File: src/rtl/crc.sv
// -----------------------------------------------------------------------------
// crc -- serial CRC generator built on a Galois-style LFSR.
//
// Message bits enter LSB-first on DATA while ACTIVE is high. On the first cycle
// ACTIVE is low, the finished CRC is shifted out LSB-first on cRc. Valid is
// high for exactly WIDTH cycles while cRc carries CRC bits. The block then
// reloads SEED and returns to IDLE.
//
// Ports
//   CLK     in   1  clock, rising edge
//   RST     in   1  synchronous active-high reset
//   ACTIVE  in   1  DATA carries a message bit this cycle
//   DATA    in   1  serial message bit, LSB-first
//   cRc     out  1  serial CRC bit, LSB-first, registered
//   Valid   out  1  cRc carries a CRC bit, registered
//
// Handshake: there is no back-pressure. ACTIVE acts as a valid qualifier on
// DATA and is sampled only in IDLE/CALC. Valid qualifies cRc, and the consumer
// must take each bit in the cycle it is presented.
// -----------------------------------------------------------------------------
module crc #(
  parameter int               WIDTH = 8,
  parameter logic [WIDTH-1:0] SEED  = 8'hD8,
  parameter logic [WIDTH-1:0] TAPS  = 8'b0100_0100
) (
  input  logic CLK,
  input  logic RST,
  input  logic ACTIVE,
  input  logic DATA,
  output logic cRc,
  output logic Valid
);

  localparam int CW = $clog2(WIDTH + 1);

  typedef enum logic [1:0] {
    IDLE = 2'd0,
    CALC = 2'd1,
    OUT  = 2'd2
  } state_t;

  // Internal state, visible by name for checkers.
  state_t           state, state_nxt;
  logic [WIDTH-1:0] lfsr, lfsr_nxt;
  logic [CW-1:0]    count, count_nxt;
  logic             crc_nxt, valid_nxt;

  logic             fb;
  logic [WIDTH-1:0] lfsr_step;

  // Feedback goes into the top stage. Tapped stages below it also XOR in the
  // feedback bit as the register shifts down toward bit 0.
  assign fb        = DATA ^ lfsr[0];
  assign lfsr_step = {fb, lfsr[WIDTH-1:1] ^ (TAPS[WIDTH-2:0] & {(WIDTH-1){fb}})};

  always_ff @(posedge CLK) begin
    if (RST) begin
      state <= IDLE;
      lfsr  <= SEED;
      count <= '0;
      cRc   <= 1'b0;
      Valid <= 1'b0;
    end else begin
      state <= state_nxt;
      lfsr  <= lfsr_nxt;
      count <= count_nxt;
      cRc   <= crc_nxt;
      Valid <= valid_nxt;
    end
  end

  always_comb begin
    state_nxt = state;
    lfsr_nxt  = lfsr;
    count_nxt = count;
    crc_nxt   = 1'b0;
    valid_nxt = 1'b0;

    case (state)
      IDLE: begin
        if (ACTIVE) begin
          lfsr_nxt  = lfsr_step;
          state_nxt = CALC;
        end
      end

      CALC: begin
        if (ACTIVE) begin
          lfsr_nxt = lfsr_step;
        end else begin
          // The first low cycle already presents CRC bit 0, and DATA is
          // ignored in this cycle.
          crc_nxt   = lfsr[0];
          lfsr_nxt  = lfsr >> 1;
          valid_nxt = 1'b1;
          count_nxt = CW'(1);
          state_nxt = OUT;
        end
      end

      OUT: begin
        if (count == CW'(WIDTH)) begin
          lfsr_nxt  = SEED;
          count_nxt = '0;
          state_nxt = IDLE;
        end else begin
          crc_nxt   = lfsr[0];
          lfsr_nxt  = lfsr >> 1;
          valid_nxt = 1'b1;
          count_nxt = count + CW'(1);
        end
      end

      default: begin
        lfsr_nxt  = SEED;
        count_nxt = '0;
        state_nxt = IDLE;
      end
    endcase
  end

endmodule

File: config.mk
export PLATFORM = sky130hd
export DESIGN_NAME = crc
export DESIGN_NICKNAME = d
export VERILOG_FILES = /design/src/rtl/crc.sv
export SDC_FILE = /design/constraint.sdc
export NUM_CORES = 1
export LEC_CHECK = 0
export ABC_AREA = 1
export CELL_PAD_IN_SITES_DETAIL_PLACEMENT = 0
export CELL_PAD_IN_SITES_GLOBAL_PLACEMENT = 1
export CORE_MARGIN = 10
export CORE_UTILIZATION = 36
export CTS_CLUSTER_SIZE = 28
export DETAILED_ROUTE_END_ITERATION = 8
export HOLD_SLACK_MARGIN = 0.1
export MAX_ROUTING_LAYER = met4
export PLACE_DENSITY_LB_ADDON = 0.1
export SLEW_MARGIN = 0
export SYNTH_ARGS = -nofsm -noshare
export SYNTH_HDL_FRONTEND = slang
export SYNTH_SLANG_ARGS = --single-unit
File: constraint.sdc
create_clock -name CLK -period 1.2 [get_ports CLK]
set_input_delay 0.36 -clock CLK [delete_from_list [all_inputs] [get_ports CLK]]
set_output_delay 0.36 -clock CLK [all_outputs]
set_load 0.005 [all_outputs]
==> metrics list <==
- Total inserted antenna cells: 0
- Sinks on the clock net: 16
- Achievable Freq: 794.2 MHz
- Clock latency at the later pin of the worst-skew pair: 0.28 ns
- Share of total power in combinational logic: 46.4%
- Number of max-capacitance violations reported: 0
* Part of the total power dissipated in the clock network: 18.9%
- Transition time at the pin with the least slew margin: 0.2352 ns
* CTS tree: done
* Fin. Hold Viols: 0
- The tightest hold path in the finished design has a slack of 0.4737 ns.
- Last weighted congestion value of the routability-driven placer: 0.8427
- Cell total after placement: 169
* Class of the most critical setup path: reg2reg
* Synth Cell Area: 878.3 µm²
- Detailed placement finished with a half-perimeter wire length of 1518 µm.
- In this run the remaining antenna-violating nets after routing total 0.
- Vertical die dimension: 69.40 µm
- Setup total negative slack: -0.3770 ns
* Bufs on Longest Clock Path: 2
- Count of input and output buffers: 5
- The tightest min-delay check is of the reg2reg type.
- Worst IR Drop VDD: 0.8210 mV
- Failing checks: negative setup slack
- Residual DRC count: 0
- The first detailed-routing pass ran for 4 iterations.
- Relative to the synthesized area, the layout overhead comes to 47.29%.
* Largest net degree at the start of global routing: 12
- Clock-pin slew was measured on the worst setup and hold paths at 0.10 ns.
- Core Region: 2276 µm²
- Summed over all cells, the static leakage comes to 0.6022 nW.
- Tracing the worst setup path back leads to its startpoint at state[0].
- Cells fill 56.84% of the core in the end.
- After detailed routing, the average wire length per cell comes to 11.85 µm.
- Synthesized area per cell: 6.971 µm²
* Outcome: complete, but fails checks
* Buffers and inverters on the worst path: 1
- The worst path uses 104.9% of the clock period.
* Final count of pins violating max slew: 0
- Measured against its own limit, the worst slew margin works out to 84.32%.
* Time the final worst path needs with I/O delays and setup: 1.259 ns
* Capture point of the worst path: lfsr[4]
* Register-to-register path setup slack: -0.06 ns
* Die outline area: 4816 µm²
* Type of origin of the critical path: register
- Clock skew on the completed layout was measured at 0.001698 ns.
* Initial antenna violation count: 0
- For the worst setup path, the data required time is 1.37 ns.
* Switching power share of the total: 36.59%
* Nets: 164
* Part of the Yosys area used for sequential elements: 36.47%
- TritonCTS created 3 clock buffers.
- Internal power consumption: 1.207 mW
* Post-Synthesis Net Count: 136
- The worst register-to-register path ends at lfsr[4].
* Number of top-level pins: 6
- Starting Density: 38.59%
- Across all setup checks in the final design, the least slack found is -0.05913 ns.
- Root Driver: sky130_fd_sc_hd__clkbuf_4
* Remaining global-route overflow: 0
* FF+latch count, synth: 16
- Per-cell via count in the routed design: 4.851
- Total power: 1.904 mW
- Max stage delay on crit path: 0.40 ns
* Number of distinct library cells after synthesis: 21
- Leaving out filler cells and counting taps, the final layout contains 181.
- In this run, flip-flops and latches consume 34.7% of the power.
- The die is 69.40 µm wide.
* Path depth of the worst reg2reg path: 6
- Final wirelength: 2145 µm
* Reg-to-reg critical path startpoint: state[0]
- Cells with a size suffix above 1 make up 40.52% of the layout.
* Crit. path cell count: 6
- Psw: 696.7 µW
* Total global-route track usage: 8.817%
- For this design, the CTS-stage hold fixing added 0 buffers.
- Worst setup EP type: register
* Global-route wire length before repair: 3574 µm
- After routing the design area is 1294 µm².
- In this run the power density over the cells is 1471 nW/µm².
- Num rows: 17
- Synthesis handed over a netlist of 126 instances.
- CTS built an H-tree with a depth of 1.
* YS warnings: 0
- Setup repair after global routing could not meet its margin everywhere.
- Critical path fanouts, max: 5
- Ordered list of cells on the worst path: inv_4, ha_4, nand4_1, nand2_1, o21ai_1, o211ai_1
- The cell family contributing the most delay on the critical path is flip-flops.
- Worst Min Path Start: lfsr[1]
* Placement Cell Area: 1070 µm²
- Setup violations remaining at the end of the flow were counted as 9.
- Among all stages on the critical path, the largest delay is contributed by sky130_fd_sc_hd__dfxtp_4.
- Post-Place Worst Slack: -0.3531 ns
- The via count of the first global-routing pass was 816.
- The routed layout has 878 vias.
- Arrival time worst endpoint: 1.43 ns
- DR iter-0 viols: 46
[synth_stat cells (all sizes together)]
cell	n	share of area [%]
nor3	2	1.1
o21ai	6	3.4
clkbuf	1	0.43
nand2	33	16
dfxtp	16	36
nand4	1	0.71
a31oi	1	0.71
inv	22	9.7
nor4	1	0.71
ha	6	8.5
nor2	9	4.7
nand3	15	8.5
o211ai	2	1.7
a21oi	11	7.1
[flip-flops by register name, indices dropped and copies added, names as in the netlist]
| signal | flops |
|---|---|
| state | 2 |
| cRc | 1 |
| lfsr | 8 |
| count | 4 |
| Valid | 1 |
[worst min path at each step]
| stage | endpoint | slack [ns] | cells after the start |
|---|---|---|---|
| 5_1_grt | lfsr[1] | 0.50 | 2 |
| 3_5_place_dp | lfsr[1] | 0.46 | 2 |
| 4_1_cts | lfsr[1] | 0.48 | 2 |
| 3_3_place_gp | lfsr[1] | 0.45 | 2 |
| 6_report | lfsr[1] | 0.47 | 2 |
| 2_1_floorplan | lfsr[5] | 0.44 | 2 |
[final cells by class]
class / instances / area, µm²
clock buffer: 4 / 36.28
tap: 28 / 35.03
sequential: 16 / 329.1
timing repair buffer: 24 / 195.2
inverter: 22 / 97.59
multi-input combinational: 87 / 600.6
fill: 212 / 982.2
[cells in the final DEF (no fill, tap or decap), types with 3 or more instances in the layout]
| cell | synthesis | final |
|---|---|---|
| sky130_fd_sc_hd__clkbuf_4 | 0 | 3 |
| sky130_fd_sc_hd__nand2_4 | 2 | 4 |
| sky130_fd_sc_hd__a21oi_1 | 9 | 6 |
| sky130_fd_sc_hd__buf_6 | 0 | 3 |
| sky130_fd_sc_hd__nand2_1 | 30 | 27 |
| sky130_fd_sc_hd__nand3_1 | 15 | 8 |
| sky130_fd_sc_hd__ha_4 | 0 | 3 |
| sky130_fd_sc_hd__o21ai_1 | 1 | 5 |
| sky130_fd_sc_hd__inv_1 | 20 | 15 |
| sky130_fd_sc_hd__nor2_1 | 8 | 6 |
| sky130_fd_sc_hd__dfxtp_1 | 16 | 13 |
| sky130_fd_sc_hd__inv_4 | 1 | 4 |
| sky130_fd_sc_hd__buf_4 | 0 | 16 |
| sky130_fd_sc_hd__a21oi_2 | 2 | 5 |
| sky130_fd_sc_hd__nand3_2 | 0 | 7 |
[worst register-to-register path, stage by stage (launching register included)]
cell                       delay [ns]
sky130_fd_sc_hd__dfxtp_4         0.40
sky130_fd_sc_hd__inv_4           0.06
sky130_fd_sc_hd__ha_4            0.17
sky130_fd_sc_hd__nand4_1         0.19
sky130_fd_sc_hd__nand2_1         0.11
sky130_fd_sc_hd__o21ai_1         0.13
sky130_fd_sc_hd__o211ai_1        0.10
[cells by family (layout without fill, tap and decap cells)]
kind of cell               after synthesis  count (layout)  share of synthesized area [%]
buffers and inverters                   23              50                          10.11
and+or+nand+nor                         61              61                          31.91
DFF                                     16              16                          36.47
adders and majority gates                6               6                          8.547
AOI/OAI and AO/OA                       20              20                          12.96
[layer usage]
| layer | vias up | GRT usage (%) | share of wire [%] |
|---|---|---|---|
| li1 | 461 | - | - |
| met1 | 404 | 10.59 | 47 |
| met2 | 9 | 13.10 | 48 |
| met3 | 4 | 2.710 | 3.4 |
| met4 | 0 | 3.991 | 1.3 |
| met5 | - | - | 0 |
[power groups by stage]
stage	clock network [mW]	registers (mW)	logic (mW)
2_1_floorplan	0	0.645	0.442
3_3_place_gp	0	0.651	0.646
3_5_place_dp	0	0.655	0.641
4_1_cts	0.383	0.658	0.788
5_1_grt	0.415	0.669	0.984
6_report	0.360	0.660	0.883
[repair_timing]
| action | 4_1_cts | 5_1_grt |
|---|---|---|
| setup endpoints to repair | 18 | 18 |
| endpoints found under the hold margin | 0 | 0 |
| cloned | 0 | 0 |
| pin swaps | 10 | 13 |
| resized for setup | 35 | 14 |
| setup buffers | 3 | 5 |
Note: power is estimated with default switching activity, not from simulation.
